[src/rtl/laplace9_approx_5_pkg.sv]
// Shared constants and pixel type for the approximate cross-Laplacian filter.
package laplace9_approx_5_pkg;

    localparam int DW          = 8;
    localparam int APPROX_BITS = 5;

    typedef logic [DW-1:0] pixel_t;

    localparam pixel_t PIX_MAX = 8'd255;

endpackage

[src/rtl/laplace9_approx_5_loa_adder.sv]
// Lower-part-OR adder: the K LSBs are ORed, the upper part is added exactly
// with a carry guessed from the top approximated bit pair.
module loa_adder #(
    parameter int W = 8,
    parameter int K = 5
) (
    input  logic [W-1:0] a,
    input  logic [W-1:0] b,
    output logic [W:0]   sum
);

    generate
        if (K == 0) begin : g_exact
            assign sum = {1'b0, a} + {1'b0, b};
        end else begin : g_approx
            logic [K-1:0]   lo_s;
            logic [W-K:0]   hi_s;
            logic           cin_s;

            assign lo_s  = a[K-1:0] | b[K-1:0];
            assign cin_s = a[K-1] & b[K-1];
            assign hi_s  = {1'b0, a[W-1:K]} + {1'b0, b[W-1:K]} + {{(W-K){1'b0}}, cin_s};
            assign sum   = {hi_s, lo_s};
        end
    endgenerate

endmodule

[src/rtl/laplace9_approx_5.sv]
// Approximate 5-point Laplacian: s = clamp(4*e - (b+d+f+h), 0, PIX_MAX),
// two register stages, one result per cycle.
module laplace9_approx_5
    import laplace9_approx_5_pkg::*;
#(
    parameter int DW          = laplace9_approx_5_pkg::DW,
    parameter int APPROX_BITS = laplace9_approx_5_pkg::APPROX_BITS
) (
    input  logic          clk,
    input  logic          rst,
    input  logic          in_valid,
    input  logic [DW-1:0] b,
    input  logic [DW-1:0] d,
    input  logic [DW-1:0] e,
    input  logic [DW-1:0] f,
    input  logic [DW-1:0] h,
    output logic          out_valid,
    output logic [DW-1:0] s
);

    logic [DW:0]   n1_s;
    logic [DW:0]   n2_s;
    logic [DW:0]   n1_r;
    logic [DW:0]   n2_r;
    logic [DW+1:0] c_r;
    logic          v1_r;
    logic [DW+1:0] nsum_s;
    logic [DW+2:0] diff_s;
    logic [DW-1:0] s_next_s;

    loa_adder #(.W(DW), .K(APPROX_BITS)) u_loa_bd (
        .a   (b),
        .b   (d),
        .sum (n1_s)
    );

    loa_adder #(.W(DW), .K(APPROX_BITS)) u_loa_fh (
        .a   (f),
        .b   (h),
        .sum (n2_s)
    );

    loa_adder #(.W(DW + 1), .K(APPROX_BITS)) u_loa_n (
        .a   (n1_r),
        .b   (n2_r),
        .sum (nsum_s)
    );

    // One extra bit on both operands gives a sign bit; the range cannot wrap.
    assign diff_s = {1'b0, c_r} - {1'b0, nsum_s};

    // Saturate the signed difference into the pixel range.
    always_comb begin
        s_next_s = {DW{1'b0}};
        if (diff_s[DW+2]) begin
            s_next_s = {DW{1'b0}};
        end else if (|diff_s[DW+1:DW]) begin
            s_next_s = {DW{1'b1}};
        end else begin
            s_next_s = diff_s[DW-1:0];
        end
    end

    // Stage 1: neighbour pair sums and scaled centre.
    always_ff @(posedge clk or posedge rst) begin
        if (rst) begin
            n1_r <= {(DW+1){1'b0}};
            n2_r <= {(DW+1){1'b0}};
            c_r  <= {(DW+2){1'b0}};
            v1_r <= 1'b0;
        end else begin
            n1_r <= n1_s;
            n2_r <= n2_s;
            c_r  <= {e, 2'b00};
            v1_r <= in_valid;
        end
    end

    // Stage 2: registered saturated result and its qualifier.
    always_ff @(posedge clk or posedge rst) begin
        if (rst) begin
            s         <= {DW{1'b0}};
            out_valid <= 1'b0;
        end else begin
            s         <= s_next_s;
            out_valid <= v1_r;
        end
    end

endmodule

[config.mk]
export PLATFORM = sky130hd
export DESIGN_NAME = laplace9_approx_5
export DESIGN_NICKNAME = d
export VERILOG_FILES = /design/src/rtl/laplace9_approx_5_pkg.sv /design/src/rtl/laplace9_approx_5_loa_adder.sv /design/src/rtl/laplace9_approx_5.sv
export SDC_FILE = /design/constraint.sdc
export NUM_CORES = 1
export LEC_CHECK = 0
export BUFFER_PORTS_ARGS = -buffer_cell sky130_fd_sc_hd__buf_2
export CAP_MARGIN = 10
export CORE_ASPECT_RATIO = 1.1
export CORE_MARGIN = 5
export CORE_UTILIZATION = 54
export CTS_BUF_LIST = sky130_fd_sc_hd__clkbuf_8
export DETAILED_ROUTE_END_ITERATION = 10
export PLACE_DENSITY = 0.79
export SYNTH_ARGS = -nofsm -noshare
export SYNTH_HDL_FRONTEND = slang
export SYNTH_SLANG_ARGS = --single-unit
[constraint.sdc]
create_clock -name clk -period 3.1 [get_ports clk]
set_input_delay 0.775 -clock clk [delete_from_list [all_inputs] [get_ports clk]]
set_output_delay 0.775 -clock clk [all_outputs]
set_load 0.01 [all_outputs]
* Word level (Yosys, flattened, before mapping)
Index checks and enable logic that the tools add are counted.
** Cells by class
- Magnitude comparators :: 0
- Div/mod/pow operators :: 0
- Bitwise gates (word level) :: 6
- Multipliers :: 0
- Reductions and logical operators :: 1
- $add $sub $neg :: 7
- Mux-type cells :: 2
- Shift-type cells :: 0
- Equal/unequal tests :: 0
** Operators with widths (number)
- $mux W8 :: 2
- $or A5 B5 Y5 :: 3
- $sub A10 B10 Y11 :: 1
- $add A3 B3 Y4 :: 2
- $add A4 B1 Y4 :: 2
- $add A4 B4 Y5 :: 1
- $add A5 B1 Y5 :: 1
- $and A1 B1 Y1 :: 3
- $reduce_or A2 Y1 :: 1
** Storage, ports and cells
- Register bits after elaboration :: 36
- Memories :: 0
- Latch bits :: 0
- Output and inout port bits :: 9
- Bits of input ports :: 43
- Bits in writable memories :: 0
- Memory bits (read-only) :: 0

* Depth between registers and ports, before layout
Gate-level depths: netlist of the first run.
- Word-level depth :: 6
- Gate-level depth with buffers :: 12

* Cells and area by module
A second synthesis of the first run with hierarchy kept.
** Unflattened totals
- Cell total of the unflattened synthesis :: 168
- Area total of the unflattened synthesis :: 1864.3 um2
** By module, submodules not included
- laplace9_approx_5 :: area an instance 1390.1 um2, cells an instance 103, times used 1, sequential area each 900.9 um2
- loa_adder (u_loa_bd ...) :: area an instance 145.1 um2, cells an instance 20, times used 2, sequential area each 0.0 um2
- loa_adder (u_loa_n) :: area an instance 183.9 um2, cells an instance 25, times used 1, sequential area each 0.0 um2

* Least setup slack after synthesis of the first run
OpenSTA, ideal clock, no wires.
- Path kind :: reg-to-reg
- Start :: reg n1_r[4]
- End :: reg s[0]
- Data arrival time :: 2.601 ns
- Stages on the path, launching flop included :: 12
- Setup slack :: 0.363 ns
- Buffers on the path :: 0
- Library setup time :: 0.136 ns
- Cell sequence :: dfrtp_1 -> nand2_1 -> fa_1 -> inv_1 -> fa_1 -> xnor2_1 -> ha_1 -> a21o_1 -> a2111oi_4 -> a221oi_2 -> nor4b_4 -> a21oi_1
** On the way
- Longest elaborated chain between the ends :: 6
- Elaborated cells on any way between the ends :: 7
** RTL lines
- from (decl) :: RTL line laplace9_approx_5.sv:23 : logic [DW:0] n1_r;
- from (signal assigned) :: RTL line laplace9_approx_5.sv:67 : n1_r <= {(DW+1){1'b0}};
- from (signal assigned) :: RTL line laplace9_approx_5.sv:72 : n1_r <= n1_s;
- $and A1 B1 Y1 :: RTL line laplace9_approx_5_loa_adder.sv:21 : assign cin_s = a[K-1] & b[K-1];
- $add A5 B1 Y5 :: RTL line laplace9_approx_5_loa_adder.sv:22 : assign hi_s = {1'b0, a[W-1:K]} + {1'b0, b[W-1:K]} + {{(W-K){1'b0}}, cin_s};
- $sub A10 B10 Y11 * :: RTL line laplace9_approx_5.sv:50 : assign diff_s = {1'b0, c_r} - {1'b0, nsum_s};
- $reduce_or A2 Y1 :: RTL line laplace9_approx_5.sv:57 : end else if (|diff_s[DW+1:DW]) begin
- $mux W8 :: RTL line laplace9_approx_5.sv:57
- $mux W8 * :: RTL line laplace9_approx_5.sv:55 : if (diff_s[DW+2]) begin
- via s_next_s[0] :: RTL line laplace9_approx_5.sv:29 : logic [DW-1:0] s_next_s;
- to (signal assigned) :: RTL line laplace9_approx_5.sv:82 : s <= {DW{1'b0}};
- to (signal assigned) :: RTL line laplace9_approx_5.sv:85 : s <= s_next_s;
- to (decl) :: RTL line laplace9_approx_5.sv:18 : output logic [DW-1:0] s
Mark *: on every way through the listed nets, which the timed path passes. The rest lies on a longest branch.

* Final worst setup path of the first run
Same ends and word-level chain as after synthesis.

==> results of run 1 <==
-- report_power, final --
group	switching [mW]	total, mW	internal [mW]
clock	0.158	0.441	0.283
combinational	0.388	0.720	0.332
sequential	0.0235	0.575	0.552
-- worst max-delay path by stage --
| stage | endpoint | depth (start not counted) | startpoint | slack, ns |
|---|---|---|---|---|
| global route | s[0] | 12 | n1_r[4] | 0.09 |
| detailed placement | s[4] | 11 | n1_r[4] | 0.14 |
| global placement | s[0] | 11 | n1_r[4] | 0.26 |
| floorplan | s[0] | 11 | n1_r[4] | 0.36 |
| finish | s[0] | 12 | n1_r[4] | 0.22 |
| CTS | s[6] | 11 | n1_r[4] | 0.13 |
-- sequential cells by signal (all words and copies together) (netlist names) --
name,flops
n1_r,9
n2_r,9
c_r,8
s,8
v1_r,1
out_valid,1
-- metal layers --
| metal | vias up | routed length [µm] |
|---|---|---|
| met5 | - | 0 |
| met4 | 0 | 153 |
| met3 | 18 | 246 |
| li1 | 648 | - |
| met1 | 641 | 1220 |
| met2 | 45 | 1910 |
-- worst max-delay path: stages (launching register included) --
cell	delay [ns]
dfrtp_1	0.38
nand2_1	0.08
fa_1	0.15
inv_1	0.06
fa_1	0.39
xnor2_1	0.14
ha_1	0.34
a21o_1	0.24
a211o_1	0.27
a221oi_2	0.35
nor4b_4	0.08
buf_4	0.16
a21oi_1	0.14
-- layout make-up --
class                           instances  area [µm²]
Sequential cell                        36         901
Clock buffer                            7        96.3
Inverter                               15        56.3
Tap cell                               48        60.1
Fill cell                             250        1020
Multi-Input combinational cell        103         892
Timing Repair Buffer                   54         278
Clock inverter                          1        30.0
-- cells in the final DEF (no fill, tap or decap), types with 6 or more instances in the layout --
master    Yosys  final
fa_1          6      6
buf_2         0     51
nand2_1       6      6
inv_1        15     15
dfrtp_1      36     36
clkbuf_8      0      7
nor2_1        6      6
ha_1         16     16
or2_2        11     11
a21o_1        9      9
xor2_1        6      6
a21oi_1      18     18
-- metrics by stage --
stage | utilization [%] | setup WS [ns]
floorplan | - | 0.363
global placement | 65.2 | 0.262
detailed placement | 65.2 | 0.143
CTS | 69.0 | 0.131
global route | 69.5 | 0.0908
finish | 69.5 | 0.219
-- timing repair --
item	CTS	global route
hold buffers	0	0
setup endpoints to repair	0	6
buffers inserted	0	2
-- cell families after synthesis --
kind of cell	count (synthesis)
fa+ha+maj	22
flops	36
buf+inv	16
compound gates	39
xor+xnor	10
mux	1
simple gates	31
==> reports/metrics.cfg, run 1 <==
[setup_path]
worstReg2RegStart = n1_r[4]
crit_fanout = 5
cp-end-kind = flip-flop
critPathKind = flip-flop to flip-flop
crit_path_start_kind = flip-flop
cp.required_ns = 3.32
timing.rr.end = s[0]
crit_arrival_ns = 3.10
r2r_cells = 12
rrSetupSlack_ns = 0.22

[global_routing]
use_met2_pct = 31.5
grt_usage_pct = 17.4
met3_usage_pct = 7.05
antenna_found_initial = 0
grt_pass1_wl_um = 6110
met1_usage_pct = 15.7
first_global_vias = 1523
busiest_layer = met2
grt_overflow = 0
grt_max_degree = 37

[clock_tree]
cts.sinks = 36
path_clk_slew_ns = 0.07
root_buffer = clkbuf_8
htree_levels = 2
cts_tree = yes
cts_repair_resize_count = 0
cts_max_path_buffers = 2
numCtsBuffers = 5
clk_latency_ns = 0.29

[hold_path]
whs_path_depth = 0
hp-class = flip-flop to flip-flop
min_from = v1_r
hold_path_end = out_valid

[drt]
drc = 0
firstDrtPassIters = 4
wl_per_cell_um = 13.3
ant_nets = 0
wl_um = 3520
viasPerCell = 5.12
first_iter_violations = 56
routed-via-count = 1352

[logic_synthesis]
synth-main-ff-cell = dfrtp_1
syn-cell-area_um2 = 1850
synthXorXnorAreaFrac_pct = 4.73
synth_area_leaders = dfrtp_1, ha_1, fa_1, a21oi_1, or2_2
yosysSeqAreaShare_pct = 48.6
synthMuxAreaShare_pct = 0.540
ys_async_sr_fraction_pct = 100
synth_cell_type_count = 30
netlist.area_leader.share_pct = 48.6
syn_avg_cell_area_um2 = 12.0
synth.most_common_cell = dfrtp_1
synthTopCellsByCount = dfrtp_1, a21oi_1, ha_1
synth_compound_area_share_pct = 15.7
synth_simple_gate_area_share_pct = 9.93
synth_edf_count = 0
yosysWarnings = 0
synth_top_family_by_area = adder cells
ys_seq_elements = 36
postSynthCellCount = 155
syn_nets = 220
synth_fa_ha_area_share_pct = 17.3
synth_top_area_cell = dfrtp_1

[timing]
hold_viol = 0
tightest_slew_ns = 0.427
slew_headroom_pct = 71.5
fin_tns_setup_ns = 0
fin_crit_ns = 2.88
finalCritPeriodShare_pct = 92.9
fin_hold_ws_ns = 0.363
rsz0062_at_grt = no
skew_ns = 0.00477
slew_viol_final = 0
max_freq_ghz = 0.347
setup_viol = 0

[floorplanning]
num_rows = 22
io_pins = 52
die-area_um2 = 4700
die_y_um = 71.4
initial_core_util_pct = 55.6
core_area_um2 = 3330
die_w_um = 65.9

[power_and_ir_drop]
power.leakage_nw = 1.21
ir_worst_vdd_mv = 0.379
pwr_density_cell_nw_per_um2 = 750
total_power_mw = 1.74

[place]
dp_cells = 254
hpwl_um = 2830
io_buffer_count = 51
routabilityCongestion = 0.754
place_area_um2 = 2170

[final_layout]
final_cells = 264
syn_to_final_growth_pct = 24.8
design_area_um2 = 2310
antenna_cells = 0
drive_above_1_share_pct = 37.5
nets = 280

[status]
status = finished clean

[run]
cap_violations = 0

(Power assumes the default switching activity.)
==> run 2: changes to the inputs <==
--- a/config.mk
+++ b/config.mk
@@ -7,7 +7,7 @@
 export LEC_CHECK = 0
 export BUFFER_PORTS_ARGS = -buffer_cell sky130_fd_sc_hd__buf_2
 export CAP_MARGIN = 10
-export CORE_ASPECT_RATIO = 1.1
+export CORE_ASPECT_RATIO = 1.5
 export CORE_MARGIN = 5
 export CORE_UTILIZATION = 54
 export CTS_BUF_LIST = sky130_fd_sc_hd__clkbuf_8
==> reports/metrics.cfg, run 2 (synthesis results as in run 1) <==
[drt]
viasPerCell = 5.30  ; was 5.12
drc = 0  ; unchanged
routed-via-count = 1362  ; was 1352
wl_per_cell_um = 14.1  ; was 13.3 µm
ant_nets = 0  ; unchanged
first_iter_violations = 17  ; was 56
wl_um = 3630  ; was 3520 µm
firstDrtPassIters = 4  ; unchanged

[place]
routabilityCongestion = 0.867  ; was 0.754
io_buffer_count = 51  ; unchanged
hpwl_um = 3000  ; was 2830 µm

[setup_path]
slowest_stage = fa_1  ; unchanged
path_cells = nand2_1, fa_1, inv_1, fa_1, xnor2_1, ha_1, a21o_1, a211o_1, a221oi_2, nor4b_4, buf_4, a21oi_1  ; unchanged
critPathTopFamily = compound AO/OA/AOI/OAI gates  ; unchanged
crit_fanout = 8  ; was 5
critPathKind = flip-flop to flip-flop  ; unchanged
crit_arrival_ns = 3.15  ; was 3.10 ns
crit_path_start_kind = flip-flop  ; unchanged
r2r_cells = 12  ; unchanged
cp.required_ns = 3.31  ; was 3.32 ns
crit_cells = 12  ; unchanged
path_buf_inv = 2  ; unchanged
cp_common_cell = fa_1  ; unchanged
cp-end-kind = flip-flop  ; unchanged
slowest_delay_ns = 0.41  ; was 0.39 ns

[final_layout]
syn_to_final_growth_pct = 21.9  ; was 24.8%
antenna_cells = 0  ; unchanged
nets = 279  ; was 280
final_cell_mix = buf_2, dfrtp_1, a21oi_1  ; unchanged
fillers = 256  ; was 250
top_regs = n1_r: 9 flops, n2_r: 9 flops  ; unchanged
regArea_um2 = 901  ; unchanged
final_common_cell = buf_2  ; unchanged
drive_above_1_share_pct = 37.2  ; was 37.5%
multi_input_area_um2 = 892  ; unchanged

[timing]
slew_headroom_pct = 54.5  ; was 71.5%
rsz0062_at_grt = no  ; unchanged
tightest_slew_ns = 0.682  ; was 0.427 ns
max_freq_ghz = 0.341  ; was 0.347 GHz
hold_viol = 0  ; unchanged
skew_ns = 0.00590  ; was 0.00477 ns
fin_tns_setup_ns = 0  ; unchanged
setup_viol = 0  ; unchanged
fin_crit_ns = 2.94  ; was 2.88 ns
slew_viol_final = 0  ; unchanged
finalCritPeriodShare_pct = 94.7  ; was 92.9%

[power_and_ir_drop]
pwr_density_cell_nw_per_um2 = 710  ; was 750 nW/µm²
ir_worst_vdd_mv = 0.535  ; was 0.379 mV
power.leakage_nw = 1.19  ; was 1.21 nW
total_power_mw = 1.60  ; was 1.74 mW

[floorplanning]
die-area_um2 = 4730  ; was 4700 µm²
die_y_um = 81.7  ; was 71.4 µm
die_w_um = 57.8  ; was 65.9 µm
num_rows = 26  ; was 22
initial_core_util_pct = 55.3  ; was 55.6%
io_pins = 52  ; unchanged
core_area_um2 = 3350  ; was 3330 µm²

[hold_path]
hp-class = flip-flop to flip-flop  ; unchanged
whs_path_depth = 0  ; unchanged

[status]
status = finished clean  ; unchanged

[global_routing]
grt_overflow = 0  ; unchanged
grt_max_degree = 20  ; was 37
grt_pass1_wl_um = 6000  ; was 6110 µm
antenna_found_initial = 0  ; unchanged
grt_usage_pct = 17.2  ; was 17.4%
first_global_vias = 1463  ; was 1523

[clock_tree]
cts.sinks = 36  ; unchanged
cts_max_path_buffers = 2  ; unchanged
ctsHoldBuffers = 0  ; unchanged
htree_levels = 2  ; unchanged
path_clk_slew_ns = 0.07  ; about the same
numCtsBuffers = 5  ; unchanged
cts_tree = yes  ; unchanged
clk_latency_ns = 0.29  ; about the same
cts_repair_resize_count = 0  ; unchanged
root_buffer = clkbuf_8  ; unchanged

[run]
cap_violations = 0  ; unchanged

[run 2: cell types whose count changed in the layout (fill, tap and decap cells not counted)]
cell	previous run	this run
clkinv_2	0	2
buf_4	3	2
bufinv_16	1	0
clkinv_4	0	1
clkbuf_8	7	5
[run 2: layout make-up]
class,instances,share of cell area [%]
Tap cell,42,2.33
Clock buffer,5,3.05
Multi-Input combinational cell,103,39.5
Timing Repair Buffer,53,12.0
Sequential cell,36,39.9
Inverter,15,2.49
Clock inverter,3,0.831
[run 2: report_power, final]
group | internal [mW] | switching (mW)
Sequential | 0.551 | 0.0238
Clock | 0.156 | 0.166
Combinational | 0.318 | 0.389
[run 2: what timing repair did]
item / 4_1_cts / 5_1_grt
buffers inserted: 0 / 1
endpoints found under the hold margin: 0 / 0
endpoints found under the setup margin: 0 / 8
[run 2: final timing paths]
check                      slack, ns         to  startpoint
hold reg to reg                 0.36  out_valid        v1_r
setup / recovery                0.16       s[0]     n2_r[4]
hold / removal                  0.36  out_valid        v1_r
setup reg to reg                0.16       s[0]     n2_r[4]
max in group asynchronous       1.82    n2_r[8]         rst
min in group asynchronous       0.58    n2_r[0]         rst
[run 2: per-layer routing]
metal / vias to the layer above / global-route usage, % / wire length (µm)
met5: - / 0 / 0
li1: 645 / - / -
met3: 10 / 4.72 / 217
met2: 39 / 35.2 / 2200
met1: 668 / 13.8 / 1100
met4: 0 / 9.98 / 108
[run 2: metrics by stage]
step	instance area (µm²)	setup WS [ns]	hold WS (ns)	utilization (%)	instances
final	2260	0.165	0.360	67.4	257
after global routing	2260	0.0425	0.382	67.4	257
after CTS	2250	0.134	0.362	67.2	256
after detailed placement	2160	0.150	0.345	64.6	248
after global placement	2160	0.249	0.339	64.6	248
after floorplan	1850	0.363	0.331	-	155
